`src/rtl/beta_pkg.sv`:
```
// Shared Beta ISA constants, opcode map, trap causes and trap-FSM states
// used by the decode_xp slice.
package beta_pkg;

  localparam logic [5:0] OP_LD  = 6'h18;
  localparam logic [5:0] OP_ST  = 6'h19;
  localparam logic [5:0] OP_JMP = 6'h1B;
  localparam logic [5:0] OP_BEQ = 6'h1C;
  localparam logic [5:0] OP_BNE = 6'h1D;
  localparam logic [5:0] OP_LDR = 6'h1F;

  // opcode[5:4] selects the register-operand and literal-operand ALU groups
  localparam logic [1:0] OPG_ALU  = 2'b10;
  localparam logic [1:0] OPG_ALUC = 2'b11;

  localparam logic [4:0] REG_XP   = 5'd30;
  localparam logic [4:0] REG_ZERO = 5'd31;

  localparam logic [31:0] INST_NOP        = {6'h20, REG_ZERO, REG_ZERO, REG_ZERO, 11'd0};
  localparam logic [31:0] INST_BNE_EXCEPT = {OP_BNE, REG_XP, REG_ZERO, 16'd0};

  typedef enum logic [1:0] {
    CAUSE_NONE  = 2'd0,
    CAUSE_ILLOP = 2'd1,
    CAUSE_IRQ   = 2'd2
  } cause_e;

  typedef enum logic [1:0] {
    ST_IDLE  = 2'd0,
    ST_TRAP  = 2'd1,
    ST_DRAIN = 2'd2
  } xp_state_e;

  // R31 reads as zero, so it never takes part in forwarding or hazards
  function automatic logic reg_match(input logic [4:0] ra, input logic [4:0] rc);
    return (ra == rc) && (ra != REG_ZERO);
  endfunction

endpackage

```
`src/rtl/decode_xp_illop.sv`:
```
// Legal-opcode checker: the memory/branch group entries plus both ALU groups.
module decode_xp_illop
  import beta_pkg::*;
(
  input  logic [5:0] opcode,
  output logic       illegal
);

  assign illegal = !((opcode[5:4] == OPG_ALU) || (opcode[5:4] == OPG_ALUC) ||
                     (opcode inside {OP_LD, OP_ST, OP_JMP, OP_BEQ, OP_BNE, OP_LDR}));

endmodule

```
`src/rtl/operand_mux.sv`:
```
// Bypass selection for one register operand: ex > mem > wb > register file.
// Stores in a later stage write no register and are never forwarded.
module operand_mux
  import beta_pkg::*;
#(
  parameter int XLEN = 32
) (
  input  logic [4:0]      ra,
  input  logic [XLEN-1:0] rf_data,
  input  logic [4:0]      rc_ex,
  input  logic [4:0]      rc_mem,
  input  logic [4:0]      rc_wb,
  input  logic            op_br_or_jmp_ex,
  input  logic            op_br_or_jmp_mem,
  input  logic            op_st_ex,
  input  logic            op_st_mem,
  input  logic            op_st_wb,
  input  logic [XLEN-1:0] ex_y_bypass,
  input  logic [XLEN-1:0] ex_pc_bypass,
  input  logic [XLEN-1:0] mem_y_bypass,
  input  logic [XLEN-1:0] mem_pc_bypass,
  input  logic [XLEN-1:0] wb_bypass,
  output logic [XLEN-1:0] data
);

  logic hit_ex, hit_mem, hit_wb;

  assign hit_ex  = !op_st_ex  && reg_match(ra, rc_ex);
  assign hit_mem = !op_st_mem && reg_match(ra, rc_mem);
  assign hit_wb  = !op_st_wb  && reg_match(ra, rc_wb);

  // Branches and jumps write PC+4 to Rc, carried on the *_pc_bypass buses
  always_comb begin
    if (hit_ex)       data = op_br_or_jmp_ex  ? ex_pc_bypass  : ex_y_bypass;
    else if (hit_mem) data = op_br_or_jmp_mem ? mem_pc_bypass : mem_y_bypass;
    else if (hit_wb)  data = wb_bypass;
    else              data = rf_data;
  end

endmodule

```
`src/rtl/reg_file.sv`:
```
// 32 x XLEN register file: two asynchronous read ports, one write port.
// R31 is hard-wired to zero on read and never written.
module reg_file
  import beta_pkg::*;
#(
  parameter int XLEN = 32
) (
  input  logic            clk,
  input  logic [4:0]      ra1,
  input  logic [4:0]      ra2,
  input  logic [4:0]      wa,
  input  logic [XLEN-1:0] wd,
  input  logic            we,
  output logic [XLEN-1:0] rd1,
  output logic [XLEN-1:0] rd2
);

  logic [XLEN-1:0] regs [0:31];

  // NOTE: the array has no reset; software initialises registers, and a reset
  // port on a storage array would stop it mapping onto RAM/regfile macros.
  always_ff @(posedge clk) begin
    if (we && (wa != REG_ZERO)) regs[wa] <= wd;
  end

  assign rd1 = (ra1 == REG_ZERO) ? '0 : regs[ra1];
  assign rd2 = (ra2 == REG_ZERO) ? '0 : regs[ra2];

endmodule

```
`src/rtl/decode_xp.sv`:
```
// Beta decode stage with operand bypass, load-use stall and trap sequencing.
// Define DECODE_XP_IRQ_EN to enable external interrupt trapping on irq.
module decode_xp
  import beta_pkg::*;
#(
  parameter int XLEN    = 32,
  parameter int SUP_BIT = XLEN - 1,
  parameter int CAUSE_W = 2
) (
  input  logic               clk,
  input  logic               rst,
  input  logic [XLEN-1:0]    pc,
  input  logic [31:0]        ir,
  output logic [XLEN-1:0]    d_next,
  output logic [XLEN-1:0]    a_next,
  output logic [XLEN-1:0]    b_next,
  output logic [XLEN-1:0]    pc_next,
  output logic [31:0]        ir_next,
  output logic               op_jmp,
  output logic               op_beq,
  output logic               op_bne,
  output logic               zr,
  output logic [XLEN-1:0]    j_addr,
  output logic [XLEN-1:0]    br_addr,
  output logic               stall,
  output logic               exc_req,
  output logic [CAUSE_W-1:0] exc_cause,
  input  logic               redirect_ack,
  input  logic               irq,
  input  logic               op_ld_or_ldr_ex,
  input  logic               op_ld_or_ldr_mem,
  input  logic               op_br_or_jmp_ex,
  input  logic               op_br_or_jmp_mem,
  input  logic               op_st_ex,
  input  logic               op_st_mem,
  input  logic               op_st_wb,
  input  logic [4:0]         rc_ex,
  input  logic [4:0]         rc_mem,
  input  logic [4:0]         rc_wb,
  input  logic [XLEN-1:0]    ex_y_bypass,
  input  logic [XLEN-1:0]    ex_pc_bypass,
  input  logic [XLEN-1:0]    mem_y_bypass,
  input  logic [XLEN-1:0]    mem_pc_bypass,
  input  logic [XLEN-1:0]    wb_bypass,
  input  logic [4:0]         rf_w_addr,
  input  logic [XLEN-1:0]    rf_w_data,
  input  logic               rf_we
);

  logic [XLEN-1:0] pc_decode;
  logic [31:0]     ir_decode;
  xp_state_e       state, state_nxt;
  cause_e          cause;

  logic [5:0]      opcode;
  logic [4:0]      ra1, ra2;
  logic            is_ld, is_st, is_jmp, is_beq, is_bne, is_ldr, is_alu, is_aluc;
  logic            reads_ra2, illegal, irq_hit, stall_raw, idle;
  logic [XLEN-1:0] lit_sext, rd1_rf, rd2_rf, rd1, rd2;

  assign opcode  = ir_decode[31:26];
  assign is_ld   = (opcode == OP_LD);
  assign is_st   = (opcode == OP_ST);
  assign is_jmp  = (opcode == OP_JMP);
  assign is_beq  = (opcode == OP_BEQ);
  assign is_bne  = (opcode == OP_BNE);
  assign is_ldr  = (opcode == OP_LDR);
  assign is_alu  = (opcode[5:4] == OPG_ALU);
  assign is_aluc = (opcode[5:4] == OPG_ALUC);

  // Stores read their data register through the second port
  assign ra1       = ir_decode[20:16];
  assign ra2       = is_st ? ir_decode[25:21] : ir_decode[15:11];
  assign reads_ra2 = is_st || is_alu;
  assign lit_sext  = {{(XLEN-16){ir_decode[15]}}, ir_decode[15:0]};

  decode_xp_illop u_illop (
    .opcode  (opcode),
    .illegal (illegal)
  );

  reg_file #(.XLEN(XLEN)) u_rf (
    .clk (clk),
    .ra1 (ra1),
    .ra2 (ra2),
    .wa  (rf_w_addr),
    .wd  (rf_w_data),
    .we  (rf_we),
    .rd1 (rd1_rf),
    .rd2 (rd2_rf)
  );

  operand_mux #(.XLEN(XLEN)) u_mux_a (
    .ra (ra1), .rf_data (rd1_rf),
    .rc_ex (rc_ex), .rc_mem (rc_mem), .rc_wb (rc_wb),
    .op_br_or_jmp_ex (op_br_or_jmp_ex), .op_br_or_jmp_mem (op_br_or_jmp_mem),
    .op_st_ex (op_st_ex), .op_st_mem (op_st_mem), .op_st_wb (op_st_wb),
    .ex_y_bypass (ex_y_bypass), .ex_pc_bypass (ex_pc_bypass),
    .mem_y_bypass (mem_y_bypass), .mem_pc_bypass (mem_pc_bypass),
    .wb_bypass (wb_bypass), .data (rd1)
  );

  operand_mux #(.XLEN(XLEN)) u_mux_b (
    .ra (ra2), .rf_data (rd2_rf),
    .rc_ex (rc_ex), .rc_mem (rc_mem), .rc_wb (rc_wb),
    .op_br_or_jmp_ex (op_br_or_jmp_ex), .op_br_or_jmp_mem (op_br_or_jmp_mem),
    .op_st_ex (op_st_ex), .op_st_mem (op_st_mem), .op_st_wb (op_st_wb),
    .ex_y_bypass (ex_y_bypass), .ex_pc_bypass (ex_pc_bypass),
    .mem_y_bypass (mem_y_bypass), .mem_pc_bypass (mem_pc_bypass),
    .wb_bypass (wb_bypass), .data (rd2)
  );

  // Load data is not available until wb, so a hit in ex or mem must wait
  assign stall_raw =
    (op_ld_or_ldr_ex  && (reg_match(ra1, rc_ex)  || (reads_ra2 && reg_match(ra2, rc_ex)))) ||
    (op_ld_or_ldr_mem && (reg_match(ra1, rc_mem) || (reads_ra2 && reg_match(ra2, rc_mem))));

  assign idle  = (state == ST_IDLE);
  assign stall = idle && stall_raw;

`ifdef DECODE_XP_IRQ_EN
  // No interrupt in supervisor mode or in a branch shadow
  assign irq_hit = irq && !pc_decode[SUP_BIT] && !(is_jmp || is_beq || is_bne);
`else
  logic unused_irq;
  assign unused_irq = irq & pc_decode[SUP_BIT];
  assign irq_hit    = 1'b0;
`endif

  // NOTE: every output of this block gets a default first, so no path leaves
  // a value unassigned and no latch is inferred.
  always_comb begin
    state_nxt = state;
    ir_next   = ir_decode;
    exc_req   = 1'b0;
    cause     = CAUSE_NONE;
    unique case (state)
      ST_IDLE: begin
        if (stall_raw) begin
          ir_next = INST_NOP;
        end else if (illegal || irq_hit) begin
          ir_next   = INST_BNE_EXCEPT;
          exc_req   = 1'b1;
          cause     = illegal ? CAUSE_ILLOP : CAUSE_IRQ;
          state_nxt = ST_TRAP;
        end
      end
      ST_TRAP: begin
        ir_next   = INST_NOP;
        state_nxt = ST_DRAIN;
      end
      ST_DRAIN: begin
        ir_next = INST_NOP;
        if (redirect_ack) state_nxt = ST_IDLE;
      end
      default: begin
        ir_next   = INST_NOP;
        state_nxt = ST_IDLE;
      end
    endcase
  end

  // NOTE: sequential state uses non-blocking assignments so every register
  // samples the pre-edge values regardless of statement order.
  always_ff @(posedge clk or posedge rst) begin
    if (rst) begin
      state     <= ST_IDLE;
      ir_decode <= INST_NOP;
      pc_decode <= '0;
    end else begin
      state <= state_nxt;
      if (state == ST_DRAIN) begin
        ir_decode <= INST_NOP;
      end else if (!stall) begin
        ir_decode <= ir;
        pc_decode <= pc;
      end
    end
  end

  assign exc_cause = CAUSE_W'(cause);
  assign pc_next   = pc_decode;
  assign br_addr   = pc_decode + (lit_sext << 2);
  assign j_addr    = rd1;
  assign zr        = (rd1 == '0);
  assign a_next    = is_ldr ? br_addr : rd1;
  assign b_next    = (is_ld || is_st || is_aluc) ? lit_sext : rd2;
  assign d_next    = rd2;
  assign op_jmp    = idle && is_jmp;
  assign op_beq    = idle && is_beq;
  assign op_bne    = idle && is_bne;

endmodule

```
`config.mk`:
```
export PLATFORM = sky130hd
export DESIGN_NAME = decode_xp
export DESIGN_NICKNAME = d
export VERILOG_FILES = /design/src/rtl/beta_pkg.sv /design/src/rtl/decode_xp_illop.sv /design/src/rtl/operand_mux.sv /design/src/rtl/reg_file.sv /design/src/rtl/decode_xp.sv
export SDC_FILE = /design/constraint.sdc
export NUM_CORES = 2
export LEC_CHECK = 0
export CAP_MARGIN = 0
export CORE_UTILIZATION = 55
export CTS_CLUSTER_SIZE = 8
export DETAILED_ROUTE_END_ITERATION = 16
export PLACE_DENSITY = 0.79
export SLEW_MARGIN = 20
export SYNTH_ARGS = -nofsm -noshare
export SYNTH_HDL_FRONTEND = slang
export SYNTH_SLANG_ARGS = --single-unit
```
`constraint.sdc`:
```
create_clock -name clk -period 10 [get_ports clk]
set_input_delay 1 -clock clk [delete_from_list [all_inputs] [get_ports clk]]
set_output_delay 1 -clock clk [all_outputs]
set_load 0.005 [all_outputs]
```
# After elaboration in Yosys (flattened, before gate mapping)
# Memory sizes are Yosys's and may differ from the RTL's.
# Cells that the tools add are included.
# Widths: inputs -> output; s select.
# totals
reg_bits,66
ramBits,1024
output_inout_bits,232
wordCells,99
memories,1
# mem_list
name,depth,word_bits,rd,rd_ports_with_merged_regs,write_ports,line,text
u_rf.regs,32,32,2,0,1,reg_file.sv:18,logic [XLEN-1:0] regs [0:31];
# classes
add_sub_neg,1
n_eq_ne,25
muxes,30
bitwise_logic,2
n_reduce_logical,37
# ops
operator,count
$mux 32,17
$eq 6x5->1 const B,6
$add 32x32->32,1
$logic_not 32->1,1
$eq 5x5->1,6
$logic_and 1x1->1,21
$ne 5x5->1 const B,3
$eq 5x5->1 const B,2
$logic_or 1x1->1,8
$mux 1,8
$eq 2x2->1 const B,3
$mux 2,3
$ne 2x2->1 const B,3
$pmux 2 s3,1
$reduce_bool 6->1,1
$mux 5,1
$logic_not 1->1,3
$reduce_and 3->1,1
$eq 2x1->1 const B,1
$logic_not 2->1,1
$ne 2x1->1 const B,1
$not 1->1,2
$reduce_and 2->1,1

# Depth between registers and ports, before layout
# depth
ltp_word,11
mapped_depth,15

# By module
# Synthesis repeated with hierarchy kept, for this count alone.
# unflattened
cells_unflattened,3836
area_unflattened_um2,58031.9
# by_module_without_submodules
module,instances,cells_per_inst,area_each_um2,seq_area_each_um2
reg_file,1,2414,46998.8,30749.5
decode_xp,1,840,6723.9,1671.6
operand_mux,2,290,2148.3,0.0
decode_xp_illop,1,2,12.5,0.0

# Worst setup path before layout
# Ideal clock, no wire load.
# synth_timing
kind,input -> output
startpoint,input port op_br_or_jmp_mem
endpoint,output port zr
arrival_time_ns,3.281
path_slack_ns,5.719
path_stages,8
n_path_buf,3
cell_sequence,clkbuf_1 > buf_1 > buf_1 > mux2i_1 > a311oi_1 > nor4_1 > nand4b_1 > nor4_2
# synth_between
elab_chain_len,4
# synth_lines
item,line,text
"start, declared",decode_xp.sv:33,"input logic op_br_or_jmp_mem,"
$mux 32 (2 in a row),operand_mux.sv:35,else if (hit_mem) data = op_br_or_jmp_mem ? mem_pc_bypass : mem_y_bypass;
$mux 32,operand_mux.sv:34,if (hit_ex) data = op_br_or_jmp_ex ? ex_pc_bypass : ex_y_bypass;
named net j_addr[4],decode_xp.sv:23,"output logic [XLEN-1:0] j_addr,"
$logic_not 32->1,decode_xp.sv:185,assign zr = (rd1 == '0);
"end, declared",decode_xp.sv:22,"output logic zr,"
# The timed path passes the listed nets, and every way through them passes these cells.

# Worst setup path after layout
# layout_timing
startpoint,register ir_decode[29]
endpoint,output port b_next[31]
# layout_between
elab_chain_len,9
# layout_lines
item,line,text
"start, declared",decode_xp.sv:51,logic [31:0] ir_decode;
"start signal, assigned",decode_xp.sv:175,ir_decode <= ir;
branches (longest 8 deep; another with $mem_v2 32x32),n/a,
$mux 32 (*),decode_xp.sv:187,assign b_next = (is_ld || is_st || is_aluc) ? lit_sext : rd2;
"end, declared",decode_xp.sv:16,"output logic [XLEN-1:0] b_next,"
# Every way passes the cells marked *.

==> flow_metrics.env <==
export IMPL_status="complete, no violations"
export IMPL_drive_gt1_share_pct=19.33
export IMPL_cp_required_ns=9.00
export IMPL_ios=520
export IMPL_tightest_slew_ns=1.280
export IMPL_cts_buffers=154
export IMPL_layout_commonest_cell="edfxtp_1"
export IMPL_critPathKind="register to primary output"
export IMPL_cts_tree="done"
export IMPL_nets=4640
export IMPL_ys_ff_latch=1090
export IMPL_fin_util_pct=66.63
export IMPL_rows=117
export IMPL_powerDensity_nw_per_um2=320.9
export IMPL_cp_common_cell="buf_4"
export IMPL_maxSlewViolCount=0
export IMPL_maxCapViolations=0
export IMPL_r2r_end="ir_decode[19]$_DFFE_PP1P_"
export IMPL_wl_per_cell_um=36.92
export IMPL_fmax_mhz=135.3
export IMPL_grt_setup_unrepaired="false"
export IMPL_synth_edf_count=1024
export IMPL_synth_mux_area_share_pct=26.55
export IMPL_start_util_pct=55.87
export IMPL_cts_resized=0
export IMPL_placed_cell_area_um2=64130
export IMPL_crit_path_max_incr_delay_ns=0.89
export IMPL_core_um2=102500
export IMPL_async_flop_share_pct=6.055
export IMPL_synth_compound_area_share_pct=6.996
export IMPL_tns_ns=0
export IMPL_path_buf_inv=3
export IMPL_synth_warnings=0
export IMPL_path_clk_slew_ns=0.05
export IMPL_h_tree_depth=4
export IMPL_overflow=0
export IMPL_synth_fa_ha_area_share_pct=0.6688
export IMPL_cp_max_fo=61
export IMPL_hp_class="register to register"
export IMPL_crit_chain="nor3b_2 > nand3_2 > nand2_4 > buf_4 > buf_4 > mux2i_1 > mux4_2 > a22oi_1 > nand4_1 > o211ai_1 > o21a_1 > clkdlybuf4s50_1"
export IMPL_hold_viol=0
export IMPL_rr_worst_depth=10
export IMPL_cts_buffer_depth=3
export IMPL_wl_mm=211.6
export IMPL_post_cts_buffers=0
export IMPL_cp_end_kind="primary output"
export IMPL_viasPerCell=7.307
export IMPL_crit_arrival_ns=6.39
export IMPL_drtAntennaViolNets=0
export IMPL_port_buffers=517
export IMPL_min_period_ns=7.389
export IMPL_clockRootBuffer="clkbuf_16"
export IMPL_yosys_area_share_simple_pct=5.632
export IMPL_grt_pass1_vias=40520
export IMPL_crit_slowest_cell="buf_4"
export IMPL_grt_use_total_pct=39.58
export IMPL_reg2reg_from="ir_decode[28]$_DFFE_PP0P_"
export IMPL_die_x_um=324.6
export IMPL_synth_cell_types=88
export IMPL_grt_pass1_wl_mm=292.3
export IMPL_crit_family="buffers and inverters"
export IMPL_synth_area_per_cell_um2=15.09
export IMPL_final_cells=5730
export IMPL_r2r_slack_ns=5.62
export IMPL_die_area_um2=105400
export IMPL_synth_xor_area_share_pct=0.6425
export IMPL_synth_ff_type="edfxtp_1"
export IMPL_grt_max_degree=123
export IMPL_antenna_found_initial=14
export IMPL_mostFrequentLayoutCells="edfxtp_1, mux2i_1, clkdlybuf4s50_1, mux4_2, nor2_1"
export IMPL_fin_area_um2=68280
export IMPL_drt_first_pass_iters=8
export IMPL_holdPathEnd="ir_decode[0]$_DFFE_PP0P_"
export IMPL_p_total_w=0.02191
export IMPL_syn_inst=3794
export IMPL_clock_skew_ns=0.02169
export IMPL_syn_area_um2=57250
export IMPL_ctsHoldBuffers=0
export IMPL_synth_top_family_by_area="multiplexers"
export IMPL_worstSetupStartpointType="register"
export IMPL_drt_initial_drc_count=6740
export IMPL_yosysSeqAreaShare_pct=56.63
export IMPL_max_slew_margin_pct=12.25
export IMPL_area_growth_pct=19.26
export IMPL_setup_viol=0
export IMPL_power_leakage_nw=24.27
export IMPL_clkSinkCount=1090
export IMPL_min_from="ir_decode[0]$_DFFE_PP0P_"
export IMPL_post_place_cells=5533
export IMPL_hpwl_mm=128.7
export IMPL_insertion_delay_ns=0.76
export IMPL_route_detailed_drc=0
export IMPL_finalCritPeriodShare_pct=73.89
export IMPL_die_h_um=324.6
export IMPL_globalplace_congestion=0.9626
export IMPL_ir_drop_uv=276.0
export IMPL_min_delay_path_depth=2
export IMPL_vias=41870
power breakdown:
part           total (W)  switching (W)  internal (W)
registers        0.00559       0.000378       0.00521
clock network    0.00461        0.00183       0.00278
logic             0.0117        0.00638       0.00533
flip-flops by register name (all words and copies together), names as in the netlist:
name,count
u_rf.regs,1024
pc_next,32
ir_decode,32
state,2
layer usage:
layer | global-route usage [%] | routed length, um | up-vias
met5 | 0 | 36 | -
met4 | 26.37 | 16600 | 6
met3 | 14.99 | 34810 | 829
met2 | 59.22 | 93150 | 3968
met1 | 47.90 | 66960 | 20620
li1 | - | - | 16450
worst reg2reg max path, stage by stage, from the launching register on:
cell and delay, ns:
dfrtp_1 0.45, or3b_1 0.62, o21ai_1 0.38, and2_4 0.55, mux2i_1 0.25, nor3b_1 0.25, a2bb2oi_1 0.10, o21a_2 0.19
buf_4 0.31, nor2_1 0.92, a31oi_1 0.24
through the flow:
step                setup WS [ns]  hold WS, ns
floorplan                   5.719       0.5017
global placement            3.545       0.5306
detailed placement          3.504       0.5476
CTS                         2.701       0.5670
global route                2.372       0.5911
finish                      2.611       0.5736
cells in the mapped netlist, types with 45 or more instances:
master	instances	share of area, %
nand2_1	172	1.1
nor2_1	219	1.4
buf_4	49	0.64
buf_2	117	1.0
clkbuf_1	96	0.63
dfrtp_1	50	2.2
a21oi_1	106	0.93
edfxtp_1	1024	54
nand3_1	46	0.40
mux4_2	357	14
mux2_2	99	1.9
a31oi_1	45	0.49
a22oi_1	114	1.5
mux2i_1	604	11
nand4_1	51	0.56
cell families after synthesis:
family          after synthesis
flops                      1090
mux                        1060
simple gates                663
compound gates              572
buf+inv                     336
xor+xnor                     42
fa+ha+maj                    30
other cells                   1
final cells by class:
cell class                 instances  area (um2)
tap                             1368        1712
antenna                           17       42.54
timing repair buffer             633        6143
clock inverter                     9       102.6
sequential                      1090       32430
clock buffer                     170        3999
fill                            6909       34200
multi-input combinational       2400       23680
inverter                          43       161.4
worst max path at each step:
stage,slack [ns],start,end,depth (start not counted)
3_3_place_gp,3.55,ir_decode[29]$_DFFE_PP0P_,b_next[31],12
6_report,2.61,ir_decode[29]$_DFFE_PP0P_,b_next[31],12
5_1_grt,2.37,ir_decode[29]$_DFFE_PP0P_,b_next[31],12
2_1_floorplan,5.72,op_br_or_jmp_mem,zr,8
3_5_place_dp,3.50,ir_decode[29]$_DFFE_PP0P_,b_next[31],12
4_1_cts,2.70,ir_decode[29]$_DFFE_PP0P_,b_next[31],12
(Power assumes the default switching activity.)
